**src/rtl/seg_digit_pkg.sv**
```systemverilog
`default_nettype none
// ============================================================================
// Module  : seg_digit_pkg
// Brief   : Shared types and tables for the seven-segment digit drawer:
//           FSM state encoding, segment indices, digit-to-mask decode and
//           segment orientation.
// Revision: 1.0 - initial release
// ============================================================================
package seg_digit_pkg;

  typedef enum logic [1:0] {
    S_IDLE = 2'd0,
    S_SCAN = 2'd1,
    S_DRAW = 2'd2,
    S_DONE = 2'd3
  } state_e;

  // Segment indices in drawing order a..g
  localparam logic [2:0] SEG_A = 3'd0;
  localparam logic [2:0] SEG_B = 3'd1;
  localparam logic [2:0] SEG_C = 3'd2;
  localparam logic [2:0] SEG_D = 3'd3;
  localparam logic [2:0] SEG_E = 3'd4;
  localparam logic [2:0] SEG_F = 3'd5;
  localparam logic [2:0] SEG_G = 3'd6;

  // Bit n set when segment n runs horizontally (a, d, g)
  localparam logic [6:0] SEG_HORIZ = 7'b1001001;

  // Lit segments for a decimal digit, bit order g..a; 10-15 are blank
  function automatic logic [6:0] digit_to_mask(input logic [3:0] d);
    logic [6:0] m;
    case (d)
      4'd0:    m = 7'b0111111;
      4'd1:    m = 7'b0000110;
      4'd2:    m = 7'b1011011;
      4'd3:    m = 7'b1001111;
      4'd4:    m = 7'b1100110;
      4'd5:    m = 7'b1101101;
      4'd6:    m = 7'b1111101;
      4'd7:    m = 7'b0000111;
      4'd8:    m = 7'b1111111;
      4'd9:    m = 7'b1101111;
      default: m = 7'b0000000;
    endcase
    return m;
  endfunction

endpackage
`default_nettype wire

```
**src/rtl/seg_line_stepper.sv**
```systemverilog
`default_nettype none
// ============================================================================
// Module  : seg_line_stepper
// Brief   : Walks SEG_LEN pixels of one straight segment from a loaded start
//           point, horizontally or vertically, flagging the final pixel.
// Revision: 1.0 - initial release
// ============================================================================
module seg_line_stepper #(
  parameter int SEG_LEN = 7,
  parameter int X_W     = 8,
  parameter int Y_W     = 7
) (
  input  logic           clk,
  input  logic           resetn,
  input  logic           load_i,
  input  logic           step_i,
  input  logic           horiz_i,
  input  logic [X_W-1:0] x0_i,
  input  logic [Y_W-1:0] y0_i,
  output logic [X_W-1:0] x_o,
  output logic [Y_W-1:0] y_o,
  output logic           last_o
);

  localparam logic [3:0] PIX_LAST = 4'(SEG_LEN - 1);

  logic [X_W-1:0] bx_q;
  logic [Y_W-1:0] by_q;
  logic           horiz_q;
  logic [3:0]     pix_q;
  logic [3:0]     pix_d;

  // Pixel index: restart on load, advance on step, park on the last pixel
  always_comb begin
    pix_d = pix_q;
    if (load_i) begin
      pix_d = 4'd0;
    end else if (step_i && !last_o) begin
      pix_d = pix_q + 4'd1;
    end
  end

  // Capture the segment start point and orientation, hold the pixel index
  always_ff @(posedge clk or negedge resetn) begin
    if (!resetn) begin
      bx_q    <= '0;
      by_q    <= '0;
      horiz_q <= 1'b0;
      pix_q   <= 4'd0;
    end else begin
      if (load_i) begin
        bx_q    <= x0_i;
        by_q    <= y0_i;
        horiz_q <= horiz_i;
      end
      pix_q <= pix_d;
    end
  end

  // Current coordinate: the index is added on the axis of travel only
  always_comb begin
    x_o    = horiz_q ? (bx_q + X_W'(pix_q)) : bx_q;
    y_o    = horiz_q ? by_q : (by_q + Y_W'(pix_q));
    last_o = (pix_q == PIX_LAST);
  end

endmodule
`default_nettype wire

```
**src/rtl/seg_digit_drawer.sv**
```systemverilog
`default_nettype none
// ============================================================================
// Module  : seg_digit_drawer
// Brief   : Draws a decimal digit as a seven-segment glyph, one pixel per
//           cycle, offset from a tile origin, with start/busy/done handshake.
// Revision: 1.0 - initial release
// ============================================================================
module seg_digit_drawer
  import seg_digit_pkg::*;
#(
  parameter int SEG_LEN = 7,
  parameter int X_OFF   = 11,
  parameter int Y_OFF   = 7,
  parameter int X_W     = 8,
  parameter int Y_W     = 7,
  parameter int C_W     = 3
) (
  input  logic           clk,
  input  logic           resetn,
  input  logic           start,
  input  logic [3:0]     digit,
  input  logic [X_W-1:0] xIn,
  input  logic [Y_W-1:0] yIn,
  input  logic [C_W-1:0] colourIn,
  output logic           busy,
  output logic           done,
  output logic           plot,
  output logic [X_W-1:0] xOut,
  output logic [Y_W-1:0] yOut,
  output logic [C_W-1:0] colourOut
);

  localparam logic [X_W-1:0] L1_X = X_W'(SEG_LEN - 1);
  localparam logic [Y_W-1:0] L1_Y = Y_W'(SEG_LEN - 1);
  localparam logic [Y_W-1:0] L2_Y = Y_W'(2 * SEG_LEN - 2);

  state_e         state_q, state_d;
  logic [2:0]     seg_q, seg_d;
  logic [6:0]     mask_q;
  logic [X_W-1:0] ox_q;
  logic [Y_W-1:0] oy_q;
  logic [C_W-1:0] colour_q;

  logic           busy_q, done_q, plot_q;
  logic [X_W-1:0] xout_q;
  logic [Y_W-1:0] yout_q;
  logic [C_W-1:0] cout_q;

  logic           load;
  logic           step;
  logic [X_W-1:0] sx;
  logic [Y_W-1:0] sy;
  logic [X_W-1:0] px;
  logic [Y_W-1:0] py;
  logic           last;

  // Next state: scan the mask one segment per cycle, draw lit segments
  always_comb begin
    state_d = state_q;
    seg_d   = seg_q;
    load    = 1'b0;
    step    = 1'b0;
    case (state_q)
      S_IDLE: begin
        if (start) begin
          state_d = S_SCAN;
          seg_d   = SEG_A;
        end
      end
      S_SCAN: begin
        if (mask_q[seg_q]) begin
          load    = 1'b1;
          state_d = S_DRAW;
        end else if (seg_q == SEG_G) begin
          state_d = S_DONE;
        end else begin
          seg_d = seg_q + 3'd1;
        end
      end
      S_DRAW: begin
        step = 1'b1;
        if (last) begin
          if (seg_q == SEG_G) begin
            state_d = S_DONE;
          end else begin
            state_d = S_SCAN;
            seg_d   = seg_q + 3'd1;
          end
        end
      end
      default: state_d = S_IDLE;
    endcase
  end

  // Start point of the segment currently being scanned
  always_comb begin
    sx = ox_q;
    sy = oy_q;
    case (seg_q)
      SEG_B:   begin sx = ox_q + L1_X; sy = oy_q;        end
      SEG_C:   begin sx = ox_q + L1_X; sy = oy_q + L1_Y; end
      SEG_D:   begin sx = ox_q;        sy = oy_q + L2_Y; end
      SEG_E:   begin sx = ox_q;        sy = oy_q + L1_Y; end
      SEG_G:   begin sx = ox_q;        sy = oy_q + L1_Y; end
      default: begin sx = ox_q;        sy = oy_q;        end
    endcase
  end

  seg_line_stepper #(
    .SEG_LEN (SEG_LEN),
    .X_W     (X_W),
    .Y_W     (Y_W)
  ) u_stepper (
    .clk     (clk),
    .resetn  (resetn),
    .load_i  (load),
    .step_i  (step),
    .horiz_i (SEG_HORIZ[seg_q]),
    .x0_i    (sx),
    .y0_i    (sy),
    .x_o     (px),
    .y_o     (py),
    .last_o  (last)
  );

  // State, segment index and the request snapshot taken at accept
  always_ff @(posedge clk or negedge resetn) begin
    if (!resetn) begin
      state_q  <= S_IDLE;
      seg_q    <= 3'd0;
      mask_q   <= 7'd0;
      ox_q     <= '0;
      oy_q     <= '0;
      colour_q <= '0;
    end else begin
      state_q <= state_d;
      seg_q   <= seg_d;
      if (state_q == S_IDLE && start) begin
        mask_q   <= digit_to_mask(digit);
        ox_q     <= xIn + X_W'(X_OFF);
        oy_q     <= yIn + Y_W'(Y_OFF);
        colour_q <= colourIn;
      end
    end
  end

  // Registered outputs trail the state by one cycle; coordinates hold between pixels
  always_ff @(posedge clk or negedge resetn) begin
    if (!resetn) begin
      busy_q <= 1'b0;
      done_q <= 1'b0;
      plot_q <= 1'b0;
      xout_q <= '0;
      yout_q <= '0;
      cout_q <= '0;
    end else begin
      busy_q <= (state_q != S_IDLE);
      done_q <= (state_q == S_DONE);
      plot_q <= (state_q == S_DRAW);
      if (state_q == S_DRAW) begin
        xout_q <= px;
        yout_q <= py;
        cout_q <= colour_q;
      end
    end
  end

  assign busy      = busy_q;
  assign done      = done_q;
  assign plot      = plot_q;
  assign xOut      = xout_q;
  assign yOut      = yout_q;
  assign colourOut = cout_q;

endmodule
`default_nettype wire

```
**config.mk**
```make
export PLATFORM = sky130hd
export DESIGN_NAME = seg_digit_drawer
export DESIGN_NICKNAME = d
export VERILOG_FILES = /design/src/rtl/seg_digit_pkg.sv /design/src/rtl/seg_line_stepper.sv /design/src/rtl/seg_digit_drawer.sv
export SDC_FILE = /design/constraint.sdc
export NUM_CORES = 1
export LEC_CHECK = 0
export CAP_MARGIN = 20
export CORE_MARGIN = 5
export CORE_UTILIZATION = 50
export DETAILED_ROUTE_END_ITERATION = 6
export GPL_TIMING_DRIVEN = 0
export PLACE_DENSITY = 0.74
export SYNTH_ARGS = -nofsm -noshare
export SYNTH_HDL_FRONTEND = slang
export SYNTH_HIERARCHICAL = 1
export SYNTH_SLANG_ARGS = --single-unit
```
**constraint.sdc**
```tcl
create_clock -name clk -period 2.5 [get_ports clk]
set_input_delay 0.5 -clock clk [delete_from_list [all_inputs] [get_ports clk]]
set_output_delay 0.5 -clock clk [all_outputs]
set_load 0.01 [all_outputs]
```
==> results of run 1 <==
-- critical path, delay by kind of cell, from the launching register on --
family                   cells  cell delay [ns]
flip-flops                   1             0.49
AND/OR/NAND/NOR              3             0.45
AO/OA/AOI/OAI                1             0.41
adder cells (fa/ha/maj)      1             0.30
multiplexers                 1             0.26
buffers and inverters        1             0.17
XOR/XNOR                     1             0.07
-- cells by family after synthesis --
logic type               share of synthesized area, %
buffers and inverters                            4.59
multiplexers                                     11.4
XOR/XNOR                                         4.44
adder cells (fa/ha/maj)                          10.2
AND/OR/NAND/NOR                                  12.2
flip-flops                                       41.0
AO/OA/AOI/OAI                                    16.3
-- synthesized netlist by cell type (6+ instances only) --
master    number  area share, %
buf_2          6           0.69
o21ai_0       47            5.4
nand3_1        6           0.69
nor2_1        13            1.1
dfrtp_1       71             41
nand2_1       42            3.6
nand3b_1       6            1.0
xnor2_1        7            1.4
mux2i_1       10            2.3
ha_1          32            9.2
mux2_2        35            9.1
a21oi_1       17            2.0
nor2b_1        6           0.87
nand4_1        6           0.87
xor2_1        15            3.0
clkbuf_1       7           0.61
inv_1         34            2.9
-- path summary, 6_finish.rpt --
kind | depth (start not counted) | slack [ns] | endpoint
worst max-delay path | 8 | 0.24 | u_stepper/bx_q[7]$_DFFE_PN0P_
worst min-delay path | 1 | 0.26 | mask_q[6]$_DFFE_PN0P_
worst max register to register | 8 | 0.24 | u_stepper/bx_q[7]$_DFFE_PN0P_
worst min register to register | 2 | 0.48 | mask_q[2]$_DFFE_PN0P_
max in group asynchronous | 1 | 1.65 | ox_q[6]$_DFFE_PN0P_
min in group clk | 2 | 0.48 | mask_q[2]$_DFFE_PN0P_
-- power groups by stage --
stage	combinational, mW	clock [mW]	sequential [mW]
after floorplan	2.17	0	2.12
after global placement	3.02	0	2.14
after detailed placement	3.14	0	2.17
after CTS	3.16	1.06	2.15
after global routing	3.52	1.10	2.23
final	3.14	1.02	2.15
-- layout make-up --
type | instances | area [sq um] | area share [%]
Timing Repair Buffer | 45 | 448 | 8.71
Multi-Input combinational cell | 317 | 2360 | 45.9
Clock buffer | 10 | 138 | 2.68
Inverter | 35 | 131 | 2.55
Sequential cell | 71 | 1780 | 34.5
Tap cell | 108 | 135 | 2.63
Clock inverter | 6 | 83.8 | 1.63
Buffer | 14 | 67.6 | 1.31
-- layout by cell type, fill, tap and decap left out, types with 10 or more instances in the layout --
cell type        Yosys  layout
dfrtp_1             71      71
o21ai_0             47      47
clkdlybuf4s50_1      0      44
nand2_1             42      42
mux2_2              35      35
inv_1               34      34
ha_1                32      32
a21oi_1             17      17
xor2_1              15      15
nor2_1              13      13
mux2i_1             10      10
clkbuf_8             0      10
-- per-layer routing --
metal	up-vias	track usage [%]	wire [um]
met5	-	0	0
met2	70	29.6	4270
li1	1667	-	-
met3	15	4.13	381
met1	1631	23.7	4180
met4	0	6.18	165
-- registers in the layout, indices dropped and copies added (netlist names) --
name,count
xOut,8
oy_q,7
u_stepper/pix_q,4
ox_q,8
u_stepper/by_q,7
u_stepper/bx_q,8
done,1
colourOut,3
colour_q,3
mask_q,7
state_q,2
u_stepper/horiz_q,1
busy,1
yOut,7
seg_q,3
plot,1
==> metrics, run 1 <==
power share of the sequential group between 30% and 40%; initial cell density of the core 50.5%; pre-CTS WS 0.217 ns; YS warnings 6; min cycle time layout 2.26 ns; Inst Count DP 590; Clk pin slew, worst setup/hold paths around 0.07 ns; n_diodes 0; Switch Pwr about 2.5 mW; Comb power frac 49.7%; grt ovf 0; startpoint types register; Fmax between 0.4 and 0.5 GHz; postcts setup bufs 0; per-cell routed wire length around 15 um; Tot GR Track Use between 10% and 20%; RSZ-0062 raised after global routing false; Tightest Hold Check Type input port to async pin; Crit. Startpoint seg_q[0]$_DFFE_PN0P_; R2R Path Start seg_q[0]$_DFFE_PN0P_; IO Pins 46; CTS Sinks slightly above 70; status finished, final reports clean; Worst EP arrival 2.49 ns; DR pass1 iterations 4; initial antenna violation count 0; Netlist cell types 60; Layout Cells excl Fill 606; Final Util 59.8%; Post-synth EDFFs 0; Post-Synthesis Cell Area between 4000 and 5000 sq um; prevailing post-synth register cell dfrtp_1; placed cell areas slightly below 5000 sq um; CP cell instances inv_1, ha_1, o21bai_1, nor2_1, and3_1, nand3_1, xnor2_1, mux2_2; Core ar. roughly 8600 sq um; final worst path period share between 90% and 100%; Worst VDD drop approximately 430 uV; CTS root buf clkbuf_8; total vias in the final route about 3,400; CTS buffer count 9; crit path max fanout 7; Clk Latency, worst-skew pair 0.35 ns; final wirelength around 9 mm; sw frac approximately two fifths; Critical Path Slowest Stage Cell dfrtp_1; final setup margin between 0.2 and 0.25 ns; Finished Cell Area a little over 5000 sq um; CTS max path bufs 2; final setup fails 0; CP peak stage delay a little under 0.5 ns; RePlAce Congestion between 0.8 and 0.9; estimated wirelength of the detail-placed design 6.82 mm; worst path required time 2.73 ns; total negative slack 0 ns; max_cap viols 0; WS Path Type register to register; Tot Pwr around 6.3 mW; CP endpoint kind register; register bit total from synthesis a little over 70; largest net degree at the start of global routing 72; Mapped Nets between 400 and 500; power share of the clock group between 10% and 20%; DRC errors left 0; # rows 34; filler cell count between 700 and 800; hold-fix buffers at CTS 0; post-route ant nets 0; Layout area overhead 18.5%; vias per inst around 5.6; final net count around 550; share of cells above drive strength 1 between 10% and 20%; IO buf count 45; worst hold slack about 0.26 ns; Mapped Cells between 400 and 500; H-tree depth 3; CTS tree yes; PD cells 1230 nW/um^2; vias in the first global route ~3,200; Tightest Pin Transition 0.883 ns; Die ar. ~11,000 sq um; leakage between 2 and 2.5 nW; first-pass GRT wire length 15.1 mm; DR iter-0 viols ~130; Die Wd just over 100 um; FFs w/ async S/R, synth 100%; Avg Cell Area, Syn between 9 and 10 sq um; post-CTS resize count 0; final hold violation count 0; Chip Height 103 um; Pint 3.82 mW; Clock Skew 0.0137 ns; fin. max-slew vios 0; slew margin rel. roughly two fifths; sequential area share after synthesis about two fifths
Note: power is estimated with default switching activity, not from simulation.
==> run 2: changes to the inputs <==
Settings changed: ABC_CLOCK_PERIOD_IN_PS set to 2500, CORE_ASPECT_RATIO set to 1.75.
==> run 2 against run 1 <==
Clock power grew 27%. Via count shrank 1.3%. Worst hold slack gained 0.036 ns. Clock skew shrank 0.0066 ns. Global-route usage is essentially flat. Register-to-register slack lost 0.06 ns. Sequential share of layout area shrank 0.65 points. Worst setup slack lost 0.058 ns. Maximum frequency shrank 2.5%. Design area grew 1.9%. Critical path type unchanged. Largest power group unchanged.
==> metrics, run 2 (synthesis results as in run 1) <==
RSZ-0062 raised after global routing false (unchanged); number of cells on the critical path 7 (was 8); grt ovf 0 (unchanged); Layout area overhead 20.8% (was 18.5%); Inst Count DP 599 (was 590); min cycle time layout 2.32 ns (was 2.26 ns); largest net degree at the start of global routing 72 (unchanged); worst hold slack 0.293 ns (was 0.257 ns); estimated wirelength of the detail-placed design 6.87 mm (was 6.82 mm); first-pass GRT wire length 15.3 mm (was 15.1 mm); total vias in the final route 3,339 (was 3,383); fin. max-slew vios 0 (unchanged); vias in the first global route 3,382 (was 3,234); Tot Pwr 6.57 mW (was 6.32 mW); Core ar. 8560 sq um (was 8590 sq um); n_diodes 0 (unchanged); Tightest Pin Transition 0.892 ns (was 0.883 ns); worst path required time 2.71 ns (was 2.73 ns); WS Path Type register to register (unchanged); final net count 552 (unchanged); total negative slack 0 ns (unchanged); status finished, final reports clean (unchanged); CTS Sinks 71 (unchanged); R2R depth 7 (was 8); CP delay by family, top flip-flops (unchanged); CP peak stage delay 0.47 ns (was 0.49 ns); Fmax 0.432 GHz (was 0.443 GHz); RePlAce Congestion 0.840 (was 0.843); Die ar. 10,700 sq um (was 10,600 sq um); Layout Cells excl Fill 615 (was 606); crit path max fanout 7 (unchanged); max_cap viols 0 (unchanged); Clk pin slew, worst setup/hold paths 0.05 ns (was 0.07 ns); share of cells above drive strength 1 13.9% (unchanged); Worst VDD drop 653 uV (was 430 uV); leakage 2.33 nW (was 2.29 nW); Critical Path Slowest Stage Cell dfrtp_1 (unchanged); initial cell density of the core 50.7% (was 50.5%); Die Wd 80.4 um (was 103 um); Worst EP arrival 2.53 ns (was 2.49 ns); placed cell areas 4930 sq um (was 4920 sq um); postcts setup bufs 0 (unchanged); per-cell routed wire length 14.5 um (was 14.8 um); CTS root buf clkbuf_16 (was clkbuf_8); final setup margin 0.185 ns (was 0.243 ns); Finished Cell Area 5240 sq um (was 5140 sq um); Tightest Hold Check Type input port to async pin (unchanged); post-route ant nets 0 (unchanged); # rows 45 (was 34); most common cell after layout, fill and taps aside dfrtp_1 (unchanged); filler cell count 727 (was 749); final hold violation count 0 (unchanged); PD cells 1250 nW/um^2 (was 1230 nW/um^2); IO Pins 46 (unchanged); IO buf count 45 (unchanged); CTS tree yes (unchanged); DR pass1 iterations 4 (unchanged); final wirelength 8.90 mm (was 8.99 mm); initial antenna violation count 0 (unchanged); CTS max path bufs 2 (unchanged); slew margin rel. 40.6% (was 41.1%); final setup fails 0 (unchanged); post-CTS resize count 0 (unchanged); CP endpoint kind register (unchanged); startpoint types register (unchanged); hold-fix buffers at CTS 0 (unchanged); H-tree depth 3 (unchanged); CTS buffer count 9 (unchanged); Tot GR Track Use 18.1% (about the same); vias per inst 5.43 (was 5.58); DRC errors left 0 (unchanged); final worst path period share 92.6% (was 90.3%); Clock Skew 0.00707 ns (was 0.0137 ns); pre-CTS WS 0.155 ns (was 0.217 ns); DR iter-0 viols 194 (was 127); CP cell instances inv_1, ha_1, o21bai_1, nor2_1, and3_1, xor2_1, mux2_2 (was inv_1, ha_1, o21bai_1, nor2_1, and3_1, nand3_1, xnor2_1, mux2_2); Clk Latency, worst-skew pair 0.33 ns (was 0.35 ns); Chip Height 133 um (was 103 um); most frequent cells in the layout 71 x dfrtp_1, 47 x o21ai_0, 44 x clkdlybuf4s50_1, 42 x nand2_1, 35 x mux2_2 (unchanged); worst path buffer plus inverter count 1 (unchanged); Final Util 61.2% (was 59.8%)
-- run 2: cell types whose count changed in the layout (fill, tap and decap cells not counted) --
| cell | delta |
|---|---|
| clkinvlp_4 | +1 |
| clkbuf_16 | +9 |
| bufinv_16 | -1 |
| clkinv_2 | -1 |
| clkbuf_8 | -8 |
-- run 2: area by class of cell --
class	instances	area [sq um]	share of cell area (%)
buffer	14	67.6	1.29
clock buffer	11	253	4.82
clock inverter	5	56.3	1.07
inverter	35	131	2.51
multi-input combinational	317	2360	45.1
sequential	71	1780	33.9
tap	117	146	2.79
timing repair buffer	45	448	8.55
-- run 2: worst paths after layout --
| kind | slack (ns) | from | end |
|---|---|---|---|
| max | 0.18 | seg_q[0]$_DFFE_PN0P_ | u_stepper/bx_q[5]$_DFFE_PN0P_ |
| min | 0.29 | resetn | seg_q[0]$_DFFE_PN0P_ |
| max reg2reg | 0.18 | seg_q[0]$_DFFE_PN0P_ | u_stepper/bx_q[5]$_DFFE_PN0P_ |
| min reg2reg | 0.47 | mask_q[3]$_DFFE_PN0P_ | mask_q[3]$_DFFE_PN0P_ |
| max in group asynchronous | 1.63 | resetn | u_stepper/bx_q[5]$_DFFE_PN0P_ |
| min in group clk | 0.47 | mask_q[3]$_DFFE_PN0P_ | mask_q[3]$_DFFE_PN0P_ |
-- run 2: worst reg2reg max path, stage by stage, from the launching register on --
cell and delay, ns:
dfrtp_1 0.47, inv_1 0.18, ha_1 0.30, o21bai_1 0.47
nor2_1 0.13, and3_1 0.23, xor2_1 0.15, mux2_2 0.27
-- run 2: per-layer routing --
metal  part of all wire [%]  routed length, um  track usage (%)  vias to the layer above
met1                     38               3370             20.3                     1590
met2                     55               4910             31.5                       70
met3                    4.2                377             3.59                       14
li1                       -                  -                -                     1665
met4                    2.7                241             9.59                        0
met5                      0                  0                0                        -
-- run 2: where the power goes --
| group | internal, mW | leakage [nW] | switching, mW |
|---|---|---|---|
| combinational | 1.55 | 1.29 | 1.58 |
| clock | 0.824 | 0.152 | 0.474 |
| sequential | 1.69 | 0.886 | 0.457 |
